### config.mk
export PLATFORM = sky130hd
export DESIGN_NAME = loa_sub_pipe
export DESIGN_NICKNAME = d
export VERILOG_FILES = /design/src/rtl/loa_sub_pipe_pkg.sv /design/src/rtl/loa_sub_pipe_rca.sv /design/src/rtl/loa_sub_pipe.sv
export SDC_FILE = /design/constraint.sdc
export NUM_CORES = 1
export LEC_CHECK = 0
export ABC_AREA = 1
export CAP_MARGIN = 10
export CELL_PAD_IN_SITES_DETAIL_PLACEMENT = 0
export CELL_PAD_IN_SITES_GLOBAL_PLACEMENT = 1
export CORE_MARGIN = 3
export CORE_UTILIZATION = 38
export CTS_CLUSTER_DIAMETER = 30
export DETAILED_ROUTE_END_ITERATION = 6
export PLACE_DENSITY_LB_ADDON = 0.1
export RECOVER_POWER = 50
export SLEW_MARGIN = 5
export SYNTH_ARGS = -nofsm -noshare
export SYNTH_HDL_FRONTEND = slang
export SYNTH_SLANG_ARGS = --single-unit
### constraint.sdc
create_clock -name clk -period 12.1 [get_ports clk]
set_input_delay 2.42 -clock clk [delete_from_list [all_inputs] [get_ports clk]]
set_output_delay 2.42 -clock clk [all_outputs]
set_load 0.1 [all_outputs]
### src/rtl/loa_sub_pipe_pkg.sv
// loa_pkg: shared defaults, half-width helper and mode encoding for the LOA subtractor
package loa_pkg;
  localparam int LOA_WIDTH_DEF = 32;
  localparam int LOA_LOW_BITS_DEF = 12;
  localparam logic LOA_MODE_APPROX = 1'b0;
  localparam logic LOA_MODE_EXACT = 1'b1;
  function automatic int loa_half(input int w);
    return w / 2;
  endfunction
endpackage

### src/rtl/loa_sub_pipe_rca.sv
// rca_sub_slice: ripple add of a and pre-inverted subtrahend, built from fa cells
// ports: a, b_inv, cin -> sum, cout (fa: a, b, ci -> s, co)
module fa (
  input  logic a,
  input  logic b,
  input  logic ci,
  output logic s,
  output logic co
);
  assign s = a ^ b ^ ci;
  assign co = (a & b) | (ci & (a ^ b));
endmodule

module rca_sub_slice #(
  parameter int N = 4
) (
  input  logic [N-1:0] a,
  input  logic [N-1:0] b_inv,
  input  logic         cin,
  output logic [N-1:0] sum,
  output logic         cout
);
  logic [N:0] c;
  assign c[0] = cin;
  assign cout = c[N];
  for (genvar i = 0; i < N; i++) begin : g_fa
    fa u_fa (.a(a[i]), .b(b_inv[i]), .ci(c[i]), .s(sum[i]), .co(c[i+1]));
  end
endmodule

### src/rtl/loa_sub_pipe.sv
// loa_sub_pipe: 2-stage LOA approximate/exact subtractor with valid/ready on both sides
// in:  clk, rst_n (sync, active-low), in_valid, in_a, in_b, in_exact, out_ready
// out: in_ready, out_valid, out_diff, out_bout (1 = unsigned result wrapped)
module loa_sub_pipe
  import loa_pkg::*;
#(
  parameter int WIDTH = LOA_WIDTH_DEF,
  parameter int LOW_BITS = LOA_LOW_BITS_DEF
) (
  input  logic             clk,
  input  logic             rst_n,
  input  logic             in_valid,
  output logic             in_ready,
  input  logic [WIDTH-1:0] in_a,
  input  logic [WIDTH-1:0] in_b,
  input  logic             in_exact,
  output logic             out_valid,
  input  logic             out_ready,
  output logic [WIDTH-1:0] out_diff,
  output logic             out_bout
);
  localparam int H = loa_half(WIDTH);
  localparam int U = WIDTH - H;
  localparam int M = H - LOW_BITS;
  logic v1, v2, en1, en2, exact, lo_cout, c_low, s1_c, r1_c, s2_cout;
  logic [WIDTH-1:0] b_inv;
  logic [LOW_BITS-1:0] lo_sum, lo_res;
  logic [H-1:0] s1_lo, r1_lo;
  logic [U-1:0] r1_a, r1_bn, s2_sum;
  assign en2 = ~v2 | out_ready;
  assign en1 = ~v1 | en2;
  assign in_ready = en1;
  assign out_valid = v2;
  assign b_inv = ~in_b;
  assign exact = in_exact == LOA_MODE_EXACT;
  rca_sub_slice #(.N(LOW_BITS)) u_lo (
    .a(in_a[LOW_BITS-1:0]), .b_inv(b_inv[LOW_BITS-1:0]), .cin(1'b1),
    .sum(lo_sum), .cout(lo_cout)
  );
  // approximate mode: OR lower part, carry generated from its top bit pair, no +1
  assign lo_res = exact ? lo_sum : in_a[LOW_BITS-1:0] | b_inv[LOW_BITS-1:0];
  assign c_low = exact ? lo_cout : in_a[LOW_BITS-1] & b_inv[LOW_BITS-1];
  if (M > 0) begin : g_mid
    logic [M-1:0] mid_sum;
    logic mid_cout;
    rca_sub_slice #(.N(M)) u_mid (
      .a(in_a[H-1:LOW_BITS]), .b_inv(b_inv[H-1:LOW_BITS]), .cin(c_low),
      .sum(mid_sum), .cout(mid_cout)
    );
    assign s1_lo = {mid_sum, lo_res};
    assign s1_c = mid_cout;
  end else begin : g_nomid
    assign s1_lo = lo_res;
    assign s1_c = c_low;
  end
  rca_sub_slice #(.N(U)) u_hi (
    .a(r1_a), .b_inv(r1_bn), .cin(r1_c), .sum(s2_sum), .cout(s2_cout)
  );
  always_ff @(posedge clk) begin
    if (!rst_n) begin
      v1 <= 1'b0;
      v2 <= 1'b0;
      r1_lo <= '0;
      r1_c <= 1'b0;
      r1_a <= '0;
      r1_bn <= '0;
      out_diff <= '0;
      out_bout <= 1'b0;
    end else begin
      if (en1) begin
        v1 <= in_valid & in_ready;
        r1_lo <= s1_lo;
        r1_c <= s1_c;
        r1_a <= in_a[WIDTH-1:H];
        r1_bn <= b_inv[WIDTH-1:H];
      end
      if (en2) begin
        v2 <= v1;
        out_diff <= {s2_sum, r1_lo};
        out_bout <= ~s2_cout;
      end
    end
  end
endmodule
==> flow_metrics.env <==
export IMPL_status="finished, violations left"
export IMPL_failed_checks="capacitance limit, slew limit"
export IMPL_post_route_period_util_pct=76.8
export IMPL_multiInputGateArea_sq_um=2120
export IMPL_fp_dieW_um=112
export IMPL_yosys_warnings=0
export IMPL_drv_slew=77
export IMPL_netlist_area_sq_um=4260
export IMPL_cp_start_kind="input port"
export IMPL_first_global_vias=3430
export IMPL_ant_nets=0
export IMPL_cp_end_kind="register"
export IMPL_cts_sinks=84
export IMPL_hp_class="register to register"
export IMPL_drt_iter0_markers=135
export IMPL_synth_fp_nets=693
export IMPL_clock_skew_ns=0.00681
export IMPL_fp_dieH_um=112
export IMPL_fin_crit_ns=9.29
export IMPL_wl_per_cell_um=11.5
export IMPL_avgViaCountPerCell=4.35
export IMPL_crit_top_cell="fa_1"
export IMPL_synth_seq_cells=84
export IMPL_hold_violations=0
export IMPL_cts_tree="yes"
export IMPL_cts_path_max_buffers=2
export IMPL_crit_arrival_ns=9.53
export IMPL_netlist_instances=580
export IMPL_rsz0062_at_grt="no"
export IMPL_fin_hold_ws_ns=0.485
export IMPL_drc=0
export IMPL_max_freq_mhz=108
export IMPL_max_cap_violations=1
export IMPL_grt_overflow=0
export IMPL_n_antenna_cell=0
export IMPL_ys_seq_area_share_pct=39.5
export IMPL_p_per_area_nw_per_um2=135
export IMPL_fillers=1144
export IMPL_syn_avg_cell_area_sq_um=7.34
export IMPL_cts_root_buffer="clkbuf_8"
export IMPL_slowest_stage="clkdlybuf4s50_1"
export IMPL_wirelength_um=9320
export IMPL_path_clk_slew_ns=0.08
export IMPL_tightestPinTransition_ns=3.13
export IMPL_grt_pass1_wl_um=16100
export IMPL_cp_slowest_stage_delay_ns=0.46
export IMPL_cp_max_fo=2
export IMPL_io_pins=104
export IMPL_cts_setup_buffers=0
export IMPL_setup_tns_ns=0
export IMPL_clk_insertion_delay_late_ns=0.35
export IMPL_setup_viol=0
export IMPL_seq_area_sq_um=1680
export IMPL_final_net_count=780
export IMPL_grt_max_degree=84
export IMPL_synth_distinct_cells=14
export IMPL_vdd_ir_drop_max_v=0.0000675
export IMPL_layout_drive_gt1_share_pct=2.53
export IMPL_core_sq_um=10900
export IMPL_area_delta_synth_final_pct=31.0
export IMPL_hpwl_um=6350
export IMPL_cts_hold_buffers=0
export IMPL_cp_required_ns=12.35
export IMPL_postCtsResizedCells=0
export IMPL_vias=3533
export IMPL_firstDrtPassIters=5
export IMPL_fp_dieArea_sq_um=12500
export IMPL_max_slew_margin_pct=-109
export IMPL_leakage_nw=2.81
export IMPL_cts_htree_levels=3
export IMPL_start_util_pct=39.1
export IMPL_path_class="input port to register"
export IMPL_rows=38
export IMPL_cts_buffers=9
export IMPL_track_usage_pct=15.8
export IMPL_gp_congestion=0.781
export IMPL_antenna_found_initial=0
export IMPL_io_buffer_count=103
path summary, 6_finish.rpt:
check,startpoint,endpoint,slack [ns],cells past startpoint
setup reg to reg,r1_c,out_diff[31],4.12,20
hold reg to reg,r1_lo[2],out_diff[2],0.48,2
hold / removal,r1_lo[2],out_diff[2],0.48,2
setup / recovery,in_a[0],r1_lo[15],2.81,27
routing by layer:
metal,GRT usage (%),share of wire [%],vias up
li1,-,-,1868
met1,21.7,50,1566
met2,24.1,43,87
met3,4.46,5.7,12
met4,5.11,1.3,0
met5,0,0,-
registers in the layout, indices dropped and copies added, names as in the netlist:
signal	flops
out_bout	1
out_diff	32
out_valid	1
r1_a	16
r1_bn	16
r1_c	1
r1_lo	16
v1	1
area by class of cell:
| type | instances | area share (%) |
|---|---|---|
| multi-input cells | 381 | 38.1 |
| flip-flops and latches | 84 | 30.2 |
| repair buffers | 106 | 18.7 |
| inverters | 85 | 5.72 |
| well taps | 140 | 3.14 |
| clock buffers | 11 | 2.36 |
| clock inverters | 5 | 1.79 |
layout by cell type, fill, tap and decap left out:
cell type / netlist / final
nor2_1: 166 / 166
nand2_1: 122 / 122
clkdlybuf4s50_1: 0 / 99
inv_1: 84 / 85
dfxtp_1: 84 / 84
o21ai_0: 34 / 34
fa_1: 31 / 31
ha_1: 13 / 13
nand4_1: 12 / 12
clkbuf_8: 0 / 9
bufinv_16: 0 / 3
clkbuf_1: 18 / 3
dlygate4sd3_1: 0 / 3
clkinv_2: 0 / 2
buf_4: 0 / 2
nand3_1: 0 / 1
a21oi_1: 1 / 1
o21ai_1: 1 / 1
buf_2: 12 / 1
report_power, final:
group          leakage [nW]  internal (mW)  switching [mW]  total [mW]
clock network         0.117          0.137          0.0987       0.235
logic                  1.99         0.0679           0.136       0.204
registers             0.698          0.300          0.0137       0.313
total                  2.81          0.504           0.248       0.752
cell families (layout without fill, tap and decap cells):
group | count (synthesis) | after routing | share of synthesized area, %
AOI/OAI and AO/OA | 36 | 36 | 4.23
and+or+nand+nor | 301 | 301 | 27.4
DFF | 84 | 84 | 39.5
adders and majority gates | 44 | 44 | 18.4
buffers and inverters | 115 | 207 | 10.5
worst max-delay path: cells and delay by family:
family	cells	cell delay, ns
adders and majority gates	16	5.84
AOI/OAI and AO/OA	1	0.21
and+or+nand+nor	4	0.30
buffers and inverters	6	0.76
Yosys cell counts:
master,n,area (sq um)
nor2_1,166,623
nand2_1,122,458
dfxtp_1,84,1680
inv_1,84,315
o21ai_0,34,170
fa_1,31,621
clkbuf_1,18,67.6
ha_1,13,163
buf_2,12,60.1
nand4_1,12,75.1
a21oi_1,1,5.00
inv_2,1,3.75
nand3_2,1,10.0
o21ai_1,1,5.00
through the flow:
step                utilization [%]  cell area [sq um]  setup WS [ns]  power [mW]  std cells
floorplan                         -               4260           3.45       0.463        580
detailed placement             49.2               5350           2.44       0.525        796
CTS                            51.3               5590           2.84       0.763        812
global route                   51.2               5580           2.47       0.797        812
global placement               49.2               5350           2.55       0.524        796
finish                         51.2               5580           2.81       0.752        812
Power figures use the tool's default switching activity.
